**config.mk**
```make
export PLATFORM = sky130hd
export DESIGN_NAME = eth_phy_10g_link_ctrl
export DESIGN_NICKNAME = d
export VERILOG_FILES = /design/src/rtl/eth_phy_10g_link_pkg.sv /design/src/rtl/eth_phy_10g_link_timer.sv /design/src/rtl/eth_phy_10g_link_ctrl.sv
export SDC_FILE = /design/constraint.sdc
export NUM_CORES = 1
export LEC_CHECK = 0
export BUFFER_PORTS_ARGS = -buffer_cell sky130_fd_sc_hd__buf_2
export CAP_MARGIN = 15
export CORE_MARGIN = 4
export CORE_UTILIZATION = 30
export DETAILED_ROUTE_END_ITERATION = 10
export PLACE_DENSITY = 0.53
export SYNTH_ARGS = -nofsm -noshare
export SYNTH_HDL_FRONTEND = slang
export SYNTH_SLANG_ARGS = --single-unit
```
**constraint.sdc**
```tcl
create_clock -name rx_clk -period 5.2 [get_ports rx_clk]
set_input_delay 0.26 -clock rx_clk [delete_from_list [all_inputs] [get_ports rx_clk]]
set_output_delay 0.26 -clock rx_clk [all_outputs]
set_load 0.1 [all_outputs]
```
**src/rtl/eth_phy_10g_link_pkg.sv**
```systemverilog
// Shared definitions for the 10GBASE-R RX link bring-up sequencer.
// Contents: FSM state encoding (STATE_W bits) and a saturating helper used
// to clamp timer load values to the counter width.
package eth_phy_10g_link_pkg;

  localparam int unsigned STATE_W = 3;

  localparam logic [STATE_W-1:0] ST_DISABLED    = 3'd0;
  localparam logic [STATE_W-1:0] ST_RESET       = 3'd1;
  localparam logic [STATE_W-1:0] ST_WAIT_LOCK   = 3'd2;
  localparam logic [STATE_W-1:0] ST_WAIT_STABLE = 3'd3;
  localparam logic [STATE_W-1:0] ST_LINK_UP     = 3'd4;
  localparam logic [STATE_W-1:0] ST_BACKOFF     = 3'd5;
  localparam logic [STATE_W-1:0] ST_FAIL        = 3'd6;

  // Clamp v to the largest value representable in w bits (w < 64).
  function automatic logic [63:0] sat_cnt(input logic [63:0] v, input int unsigned w);
    logic [63:0] max_v;
    max_v = (64'd1 << w) - 64'd1;
    return (v > max_v) ? max_v : v;
  endfunction

endpackage

```
**src/rtl/eth_phy_10g_link_timer.sv**
```systemverilog
// Down-counter used by the link sequencer for all of its waits.
// Ports:
//   clk, rst     clock and synchronous active-high reset
//   i_load       load i_load_val (wins over i_dec)
//   i_load_val   value to load
//   i_dec        decrement by one, holding at zero
//   o_zero_c     combinational flag, counter is zero
module eth_phy_10g_link_timer
  import eth_phy_10g_link_pkg::*;
#(
  parameter int unsigned CNT_WIDTH = 16
) (
  input  logic                 clk,
  input  logic                 rst,
  input  logic                 i_load,
  input  logic [CNT_WIDTH-1:0] i_load_val,
  input  logic                 i_dec,
  output logic                 o_zero_c
);

  logic [CNT_WIDTH-1:0] r_cnt;

  // Counter register: load has priority, decrement stops at zero.
  always_ff @(posedge clk) begin
    if (rst) begin
      r_cnt <= '0;
    end else if (i_load) begin
      r_cnt <= i_load_val;
    end else if (i_dec && (r_cnt != '0)) begin
      r_cnt <= r_cnt - CNT_WIDTH'(1);
    end
  end

  assign o_zero_c = (r_cnt == '0);

endmodule

```
**src/rtl/eth_phy_10g_link_ctrl.sv**
```systemverilog
// 10GBASE-R RX link bring-up / recovery sequencer.
// Holds the PHY RX in reset, waits for block lock and a stable error-free
// period, samples rx_status and declares link up. Faults restart bring-up;
// failed attempts back off exponentially and give up after MAX_RETRIES.
// Ports:
//   rx_clk, rx_rst       clock, synchronous active-high reset
//   cfg_enable           0 forces DISABLED (PHY held in reset)
//   rx_block_lock, rx_high_ber, rx_status, serdes_rx_reset_req  PHY status
//   phy_rst              PHY RX reset
//   link_up / link_fail  high only in LINK_UP / FAIL
//   state                encoded FSM state
//   retry_count          consecutive failed attempts
//   link_drop_count, attempt_count  only with ETH_PHY_LINK_STATS_EN defined
module eth_phy_10g_link_ctrl
  import eth_phy_10g_link_pkg::*;
#(
  parameter int unsigned RESET_CYCLES  = 16,
  parameter int unsigned LOCK_TIMEOUT  = 1024,
  parameter int unsigned STABLE_CYCLES = 256,
  parameter int unsigned MAX_RETRIES   = 7,
  parameter int unsigned CNT_WIDTH     = 16
) (
  input  logic               rx_clk,
  input  logic               rx_rst,
  input  logic               cfg_enable,
  input  logic               rx_block_lock,
  input  logic               rx_high_ber,
  input  logic               rx_status,
  input  logic               serdes_rx_reset_req,
  output logic               phy_rst,
  output logic               link_up,
  output logic               link_fail,
  output logic [STATE_W-1:0] state,
  output logic [3:0]         retry_count
`ifdef ETH_PHY_LINK_STATS_EN
  ,
  output logic [15:0]        link_drop_count,
  output logic [15:0]        attempt_count
`endif
);

  localparam logic [CNT_WIDTH-1:0] RST_LOAD =
    CNT_WIDTH'(sat_cnt(64'(RESET_CYCLES) - 64'd1, CNT_WIDTH));
  localparam logic [CNT_WIDTH-1:0] LOCK_LOAD =
    CNT_WIDTH'(sat_cnt(64'(LOCK_TIMEOUT) - 64'd1, CNT_WIDTH));
  localparam logic [CNT_WIDTH-1:0] STABLE_LOAD =
    CNT_WIDTH'(sat_cnt(64'(STABLE_CYCLES) - 64'd1, CNT_WIDTH));

  logic [STATE_W-1:0]   r_state;
  logic [3:0]           r_retry;
  logic                 r_phy_rst;
  logic                 r_link_up;
  logic                 r_link_fail;

  logic [STATE_W-1:0]   w_state_nxt;
  logic [3:0]           w_retry_nxt;
  logic                 w_load;
  logic [CNT_WIDTH-1:0] w_load_val;
  logic                 w_dec;
  logic                 w_zero;
  logic                 w_fault;
  logic                 w_last_try;
  logic [63:0]          w_bo_shift;
  logic [CNT_WIDTH-1:0] w_bo_load;

  eth_phy_10g_link_timer #(
    .CNT_WIDTH (CNT_WIDTH)
  ) u_timer (
    .clk        (rx_clk),
    .rst        (rx_rst),
    .i_load     (w_load),
    .i_load_val (w_load_val),
    .i_dec      (w_dec),
    .o_zero_c   (w_zero)
  );

  assign w_fault    = !rx_block_lock || rx_high_ber || serdes_rx_reset_req;
  assign w_last_try = ((5'(r_retry) + 5'd1) == 5'(MAX_RETRIES));
  // Backoff doubles per failed attempt, clamped to the timer range.
  assign w_bo_shift = 64'(RESET_CYCLES) << r_retry;
  assign w_bo_load  = CNT_WIDTH'(sat_cnt(w_bo_shift, CNT_WIDTH) - 64'd1);

  // Next-state, retry and timer control.
  always_comb begin
    w_state_nxt = r_state;
    w_retry_nxt = r_retry;
    w_load      = 1'b0;
    w_load_val  = '0;
    w_dec       = 1'b0;
    if (!cfg_enable) begin
      w_state_nxt = ST_DISABLED;
      w_retry_nxt = 4'd0;
    end else begin
      case (r_state)
        ST_DISABLED: begin
          w_state_nxt = ST_RESET;
          w_load      = 1'b1;
          w_load_val  = RST_LOAD;
        end
        ST_RESET: begin
          if (w_zero) begin
            w_state_nxt = ST_WAIT_LOCK;
            w_load      = 1'b1;
            w_load_val  = LOCK_LOAD;
          end else begin
            w_dec = 1'b1;
          end
        end
        ST_WAIT_LOCK: begin
          if (rx_block_lock && !rx_high_ber) begin
            w_state_nxt = ST_WAIT_STABLE;
            w_load      = 1'b1;
            w_load_val  = STABLE_LOAD;
          end else if (w_zero) begin
            w_state_nxt = w_last_try ? ST_FAIL : ST_BACKOFF;
            w_retry_nxt = r_retry + 4'd1;
            w_load      = !w_last_try;
            w_load_val  = w_bo_load;
          end else begin
            w_dec = 1'b1;
          end
        end
        ST_WAIT_STABLE: begin
          if (!w_fault && w_zero && rx_status) begin
            w_state_nxt = ST_LINK_UP;
            w_retry_nxt = 4'd0;
          end else if (w_fault || w_zero) begin
            w_state_nxt = w_last_try ? ST_FAIL : ST_BACKOFF;
            w_retry_nxt = r_retry + 4'd1;
            w_load      = !w_last_try;
            w_load_val  = w_bo_load;
          end else begin
            w_dec = 1'b1;
          end
        end
        ST_LINK_UP: begin
          // Link drops restart bring-up without consuming a retry.
          if (w_fault) begin
            w_state_nxt = ST_RESET;
            w_load      = 1'b1;
            w_load_val  = RST_LOAD;
          end
        end
        ST_BACKOFF: begin
          if (w_zero) begin
            w_state_nxt = ST_RESET;
            w_load      = 1'b1;
            w_load_val  = RST_LOAD;
          end else begin
            w_dec = 1'b1;
          end
        end
        ST_FAIL: w_state_nxt = ST_FAIL;
        default: w_state_nxt = ST_DISABLED;
      endcase
    end
  end

  // State register with outputs decoded from the next state.
  always_ff @(posedge rx_clk) begin
    if (rx_rst) begin
      r_state     <= ST_DISABLED;
      r_retry     <= 4'd0;
      r_phy_rst   <= 1'b1;
      r_link_up   <= 1'b0;
      r_link_fail <= 1'b0;
    end else begin
      r_state     <= w_state_nxt;
      r_retry     <= w_retry_nxt;
      r_phy_rst   <= !((w_state_nxt == ST_WAIT_LOCK) || (w_state_nxt == ST_WAIT_STABLE) ||
                       (w_state_nxt == ST_LINK_UP));
      r_link_up   <= (w_state_nxt == ST_LINK_UP);
      r_link_fail <= (w_state_nxt == ST_FAIL);
    end
  end

  assign phy_rst     = r_phy_rst;
  assign link_up     = r_link_up;
  assign link_fail   = r_link_fail;
  assign state       = r_state;
  assign retry_count = r_retry;

`ifdef ETH_PHY_LINK_STATS_EN
  logic [15:0] r_drop_cnt;
  logic [15:0] r_attempt_cnt;

  // Saturating statistics; cfg_enable does not clear them.
  always_ff @(posedge rx_clk) begin
    if (rx_rst) begin
      r_drop_cnt    <= 16'd0;
      r_attempt_cnt <= 16'd0;
    end else begin
      if (cfg_enable && (r_state == ST_LINK_UP) && w_fault && (r_drop_cnt != 16'hFFFF))
        r_drop_cnt <= r_drop_cnt + 16'd1;
      if ((w_state_nxt == ST_RESET) && (r_state != ST_RESET) && (r_attempt_cnt != 16'hFFFF))
        r_attempt_cnt <= r_attempt_cnt + 16'd1;
    end
  end

  assign link_drop_count = r_drop_cnt;
  assign attempt_count   = r_attempt_cnt;
`endif

endmodule

```
==> Flow_metrics.wiki, run 1 <==
{| class="wikitable"
! Metric !! Value
|-
| Run status || finished, final reports clean
|-
| Filler Cells Inserted || 700
|-
| Insertion delay to the later sink of the worst-skew pair || 0.27 ns
|-
| Number of instances in the synthesized netlist || 247
|-
| Die span in x || 88.5 µm
|-
| Num rows || 29
|-
| Largest net degree at the start of global routing || 29
|-
| Transition at the pin with the smallest max-transition slack || 0.690 ns
|-
| Library cell occupying the most area in the post-synthesis netlist || dfxtp_1
|-
| Die Area || 7820 µm²
|-
| DRC violation total after the first TritonRoute iteration || 155
|-
| Normalized max-slew margin || 0.538
|-
| Count of yosys warnings during synthesis || 0
|-
| Number of antenna violations at the first check in global routing || 0
|-
| Highest fanout seen on the critical path || 28
|-
| Count of unique library cells instantiated by Yosys || 56
|-
| CTS Sinks || 26
|-
| Number of setup violations in the final report || 0
|-
| Cell-by-cell listing of the critical path || nor4_1, nand4_1, o22ai_2, a2bb2oi_4, or4_1, a21oi_1
|-
| RD Place Congestion || 0.900
|-
| Cts repair resizes || 0
|-
| Net load switching power || 0.000133 W
|-
| Clock tree root buffer cell || clkbuf_8
|-
| Post-synth top cells || 30 x nor2_1, 26 x dfxtp_1, 21 x a21oi_1, 14 x nor3_1, 12 x clkbuf_1
|-
| Final Hold Violating Endpoints || 0
|-
| Final-stage net count || 269
|-
| Chip height || 88.5 µm
|-
| Cell types with the largest area share after synthesis || dfxtp_1 27%, ha_1 5.8%, nor2_1 5.8%
|-
| Skew final || 0.00647 ns
|-
| Highest metal layer used by the detailed router || met4
|-
| Type of element launching the critical path || register
|-
| Static leakage || 0.729 nW
|-
| Synthesis-to-finish area growth || 8.83%
|-
| Ys async rst share || 0
|-
| Maximum cell stage delay along the critical path || 0.57 ns
|-
| Total gr overflow || 0
|-
| Routed vias/inst || 5.47
|-
| Count of TritonRoute iterations in the first routing pass || 4
|-
| Met2 wire length || 2350 µm
|-
| Power share of the combinational group || 0.195
|-
| Pwr Total || 0.000444 W
|-
| Final setup TNS || 0 ns
|-
| Most instantiated flip-flop cell in the synthesis netlist || dfxtp_1
|-
| Depth of the worst register-to-register path || 6
|-
| Number of enable-type register cells in the synthesized netlist || 0
|-
| Worst setup slack after layout || 2.46 ns
|-
| Post-Syn Nets || 263
|-
| Worst setup EP type || register
|-
| Hold-fix buffer count after cts || 0
|-
| FF/Latch Area || 520 µm²
|-
| Worst setup path startpoint || u_timer.r_cnt[11]$_SDFFE_PP0P_
|-
| Number of global-route vias before repair || 1696
|-
| Placeable core region || 6310 µm²
|-
| Buffer levels on the longest clock path || 2
|-
| Compound-gate portion of the synthesized area || 0.266
|-
| Largest vdd supply drop || 0.000125 V
|-
| DRC violations left || 0
|-
| Beginning of the worst register-to-register path || u_timer.r_cnt[11]$_SDFFE_PP0P_
|-
| First-pass GRT wire length || 8350 µm
|-
| Area fraction of the dominant cell type after synthesis || 0.268
|-
| Max-cap violation count || 0
|-
| Multi-input combinational cell area || 1330 µm²
|-
| Flop2flop setup slack || 2.46 ns
|-
| Max-slew violation total from the final report || 0
|-
| Total global routing track utilization || 0.133
|-
| Wire per inst || 14.7 µm
|-
| IO Port Bufs || 16
|-
| Clock tree from TritonCTS || done
|-
| Number of H-tree levels || 1
|-
| Multiplexer fraction of the synthesized cell area || 0
|-
| Tmin final || 2.74 ns
|-
| Fraction of the mapped netlist area in adder cells || 0.0580
|-
| Starting Density || 0.308
|-
| Share of synthesized cell area in and, or, nand and nor gates || 0.274
|-
| Vias post-DR || 1799
|-
| Clock-pin slew on the worst setup and hold paths || 0.09 ns
|-
| Number of top-level pins || 17
|-
| Post-route antenna net violation count || 0
|-
| Share of cells above drive strength 1 || 0.123
|-
| Buffer count from post-CTS setup fixing || 0
|-
| Critical-path cell with the highest stage delay || nor4_1
|-
| Final cell count without fillers || 329
|-
| Pre-CTS setup slack || 2.56 ns
|-
| Met3 wirelength from detailed routing || 116 µm
|-
| Share of the synthesized netlist area taken by xor and xnor gates || 0.0857
|-
| Number of cells after detailed placement || 325
|-
| Switch share || 0.299
|-
| Clock power frac || 0.300
|-
| FF-to-FF End || u_timer.r_cnt[14]$_SDFFE_PP0P_
|-
| Most repeated cell in the gate-level netlist after synthesis || nor2_1
|-
| Post-route met1 wirelength || 2340 µm
|-
| Yosys reg bits || 26
|-
| Ratio of final minimum period to clock period || 0.527
|-
| Pwr dens || 210 nW/µm²
|-
| Detailed-placement wirelength estimate || 3570 µm
|-
| Endpoint of the most critical setup path || u_timer.r_cnt[14]$_SDFFE_PP0P_
|-
| Mapped Area || 1940 µm²
|-
| Peak clock frequency supported by timing || 365 MHz
|-
| Path class of the lowest-slack min-delay path || in2reg
|-
| RSZ-0062 raised after global routing || false
|-
| Kind of critical path || reg2reg
|-
| Register area share after synthesis || 0.268
|-
| Final Routed Wirelength || 4830 µm
|-
| Largest family of logic cells by synthesized area || simple AND/OR/NAND/NOR gates
|-
| Number of buffers created by CTS || 3
|-
| Synth Area per Inst || 7.86 µm²
|-
| Portion of total power attributed to sequential cells || 0.505
|-
| Power Internal || 0.000311 W
|-
| Final antenna diode count || 0
|-
| CP Data Arrival Time || 2.95 ns
|-
| Required time of the worst setup path || 5.41 ns
|}
[metal layers]
| metal | GRT usage | vias to the layer above |
|---|---|---|
| met2 | 0.219 | 27 |
| met5 | 0 | - |
| met3 | 0.0233 | 5 |
| met1 | 0.185 | 846 |
| li1 | - | 921 |
| met4 | 0.0234 | 0 |
[area by class of cell]
type,count,share of cell area
Sequential cell,26,0.246
Inverter,9,0.0160
Timing Repair Buffer,16,0.0379
Clock buffer,4,0.0261
Tap cell,77,0.0456
Multi-Input combinational cell,197,0.628
[power by group through the flow]
stage | clock network, W | registers, W | logic (W)
floorplan | 0 | 0.000231 | 0.0000646
CTS | 0.000138 | 0.000224 | 0.0000862
global route | 0.000146 | 0.000226 | 0.0000964
global placement | 0 | 0.000228 | 0.0000853
detailed placement | 0 | 0.000229 | 0.0000855
finish | 0.000133 | 0.000224 | 0.0000866
[logic make-up (layout without fill, tap and decap cells)]
logic type                 count (synthesis)  in the layout
AOI/OAI and AO/OA                         73             73
xor gates and xnor gates                  19             19
adders and majority gates                  9              9
buffers and inverters                     24             29
DFF                                       26             26
and+or+nand+nor                           96             96
[layout by cell type (no fill, tap or decap), types with 3 or more instances in the layout]
cell      instances
a31oi_1           4
a21oi_1          21
clkbuf_8          4
nor4_1            4
inv_1             7
xor2_1            8
nor4b_1           3
and2_1            3
o21ai_0           6
a211oi_1         11
nor3_1           14
xnor2_1          11
a22oi_1           3
dfxtp_1          26
buf_2            16
nand2_1           7
nor2_1           30
nand2b_1          5
ha_1              9
o21ai_1           4
nand3_1           6
nand4_1           4
and3_1            3
nor3b_1           3
[how the worst min path moves through the flow]
stage | cells after the start | slack [ns] | endpoint | from
global route | 2 | 0.39 | u_timer.r_cnt[3]$_SDFFE_PP0P_ | rx_rst
finish | 2 | 0.37 | u_timer.r_cnt[3]$_SDFFE_PP0P_ | rx_rst
detailed placement | 2 | 0.49 | u_timer.r_cnt[10]$_SDFFE_PP0P_ | u_timer.r_cnt[10]$_SDFFE_PP0P_
CTS | 2 | 0.37 | u_timer.r_cnt[14]$_SDFFE_PP0P_ | rx_rst
global placement | 2 | 0.49 | u_timer.r_cnt[10]$_SDFFE_PP0P_ | u_timer.r_cnt[10]$_SDFFE_PP0P_
floorplan | 2 | 0.46 | u_timer.r_cnt[10]$_SDFFE_PP0P_ | u_timer.r_cnt[10]$_SDFFE_PP0P_
[through the flow]
step	hold slack (ns)	instance area [µm²]	utilization
2_1_floorplan	0.460	1940	-
3_3_place_gp	0.486	2060	0.326
3_5_place_dp	0.490	2060	0.326
4_1_cts	0.371	2110	0.335
5_1_grt	0.393	2110	0.335
6_report	0.367	2110	0.335
[state kept, by name, indices dropped and copies added (netlist names)]
| register | count |
|---|---|
| state | 3 |
| phy_rst | 1 |
| u_timer.r_cnt | 16 |
| link_fail | 1 |
| retry_count | 4 |
| link_up | 1 |
[worst max-delay path: cells and delay by family, from the launching register on]
kind,cells,cell delay (ns)
flops,1,0.35
compound gates,3,0.65
simple gates,3,1.67
(Power assumes the default switching activity.)
==> inputs of run 2 (changes only) <==
Clock period 5.2 ns to 2.87 ns, I/O delays scaled along.
==> Flow_metrics.wiki, run 2 (synthesis results as in run 1) <==
{| class="wikitable"
! Metric !! Value
|-
| Register ranked first by flip-flop count || u_timer.r_cnt
|-
| Final Routed Wirelength || 5030 µm
|-
| IO Port Bufs || 16
|-
| Die Area || 7820 µm²
|-
| Type of element launching the critical path || register
|-
| Transition at the pin with the smallest max-transition slack || 0.710 ns
|-
| Switch share || 0.289
|-
| Starting Density || 0.308
|-
| Net load switching power || 0.000256 W
|-
| Routed vias/inst || 5.53
|-
| FF/Latch Area || 522 µm²
|-
| Final setup TNS || 0 ns
|-
| Synthesis-to-finish area growth || 10.5%
|-
| Run status || finished, final reports clean
|-
| Final-stage net count || 271
|-
| Worst hold path startpoint || rx_rst
|-
| Number of H-tree levels || 1
|-
| Power share of the combinational group || 0.184
|-
| Count of TritonRoute iterations in the first routing pass || 4
|-
| Skew final || 0.00495 ns
|-
| CP Data Arrival Time || 2.72 ns
|-
| Largest vdd supply drop || 0.000198 V
|-
| Ratio of final minimum period to clock period || 0.877
|-
| Wire per inst || 15.2 µm
|-
| Detailed-placement wirelength estimate || 3750 µm
|-
| RD Place Congestion || 0.855
|-
| Buffer count from post-CTS setup fixing || 0
|-
| Flop2flop setup slack || 0.35 ns
|-
| Hold-fix buffer count after cts || 0
|-
| Multi-input combinational cell area || 1330 µm²
|-
| Dominant delay contributor by cell family on the critical path || compound AO/OA/AOI/OAI gates
|-
| Largest net degree at the start of global routing || 29
|-
| Vias post-DR || 1830
|-
| Max FFs per register || 16
|-
| First-pass GRT wire length || 8650 µm
|-
| Final cell utilization of the core || 0.340
|-
| Number of buffers created by CTS || 3
|-
| Most repeated library cell on the critical path || ha_1
|-
| Peak clock frequency supported by timing || 397 MHz
|-
| Num rows || 29
|-
| DRC violations left || 0
|-
| Most frequent standard cell in the layout excluding fill and tap cells || nor2_1
|-
| Worst setup EP type || register
|-
| Die span in x || 88.5 µm
|-
| Number of top-level pins || 17
|-
| Tmin final || 2.52 ns
|-
| Leading cell types in the layout, fill and taps excluded || 30 x nor2_1, 25 x dfxtp_1, 21 x a21oi_1, 16 x buf_2, 14 x nor3_1
|-
| Beginning of the worst register-to-register path || retry_count[0]$_SDFFE_PP0P_
|-
| Pre-CTS setup slack || 0.416 ns
|-
| Portion of total power attributed to sequential cells || 0.457
|-
| Final Hold Violating Endpoints || 0
|-
| RSZ-0062 raised after global routing || false
|-
| Number of antenna violations at the first check in global routing || 0
|-
| Total gr overflow || 0
|-
| Worst setup slack after layout || 0.353 ns
|-
| Clock-pin slew on the worst setup and hold paths || 0.10 ns
|-
| Final antenna diode count || 0
|-
| Share of cells above drive strength 1 || 0.134
|-
| Kind of critical path || reg2reg
|-
| Clock tree root buffer cell || clkbuf_8
|-
| Pwr dens || 413 nW/µm²
|-
| Clock tree from TritonCTS || done
|-
| Cts repair resizes || 0
|-
| Worst setup path startpoint || retry_count[0]$_SDFFE_PP0P_
|-
| DRC violation total after the first TritonRoute iteration || 131
|-
| Critical-path cell with the highest stage delay || a2bb2oi_4
|-
| Normalized max-slew margin || 0.525
|-
| Number of setup violations in the final report || 0
|-
| Number of global-route vias before repair || 1778
|-
| Max-cap violation count || 0
|-
| Cell-by-cell listing of the critical path || ha_1, ha_1, nand3b_1, o21ai_1, a2bb2oi_4, nor3_1, a211oi_1
|-
| Power Internal || 0.000630 W
|-
| Required time of the worst setup path || 3.07 ns
|-
| Buffer levels on the longest clock path || 2
|-
| Static leakage || 0.746 nW
|-
| Clock power frac || 0.360
|-
| Maximum cell stage delay along the critical path || 0.56 ns
|-
| Placeable core region || 6310 µm²
|-
| Filler Cells Inserted || 703
|-
| Chip height || 88.5 µm
|-
| Pwr Total || 0.000886 W
|-
| Post-route antenna net violation count || 0
|-
| Path class of the lowest-slack min-delay path || in2reg
|-
| Highest fanout seen on the critical path || 28
|-
| CTS Sinks || 26
|-
| Insertion delay to the later sink of the worst-skew pair || 0.28 ns
|-
| Max-slew violation total from the final report || 0
|-
| Bufs and invs on worst path || 0
|-
| Total global routing track utilization || 0.138
|}
==> run 2: worst register-to-register path: cells and delay by family (launching register included) <==
kind | cells | cell delay, ns
AOI/OAI and AO/OA | 3 | 1.07
adders and majority gates | 2 | 0.50
DFF | 1 | 0.46
and+or+nand+nor | 2 | 0.41
==> run 2: worst paths after layout <==
path / to / cells past startpoint
hold reg to reg: u_timer.r_cnt[10]$_SDFFE_PP0P_ / 2
hold / removal: u_timer.r_cnt[14]$_SDFFE_PP0P_ / 2
setup reg to reg: u_timer.r_cnt[4]$_SDFFE_PP0P_ / 7
setup / recovery: u_timer.r_cnt[4]$_SDFFE_PP0P_ / 7
==> run 2: layout make-up <==
type | instances | share of cell area
clock inverter | 1 | 0.0140
tap | 77 | 0.0449
inverter | 9 | 0.0157
sequential | 26 | 0.243
multi-input combinational | 197 | 0.619
clock buffer | 3 | 0.0192
timing repair buffer | 18 | 0.0443
==> run 2: layer usage <==
metal	wire (µm)	track usage
met1	2460	0.189
met2	2320	0.228
met3	162	0.0186
met4	86	0.0371
met5	0	0
==> run 2: power by group through the flow <==
stage	combinational, W	clock, W	sequential (W)
6_report	0.000163	0.000319	0.000405
3_3_place_gp	0.000160	0	0.000412
5_1_grt	0.000182	0.000337	0.000408
4_1_cts	0.000163	0.000327	0.000405
3_5_place_dp	0.000162	0	0.000413
2_1_floorplan	0.000117	0	0.000419
==> run 2: stage by stage <==
step           cells  hold slack [ns]  area (µm²)
4_1_cts          331            0.252        2150
2_1_floorplan    247            0.355        1940
5_1_grt          331            0.270        2150
3_5_place_dp     327            0.479        2070
6_report         331            0.252        2150
3_3_place_gp     327            0.478        2070
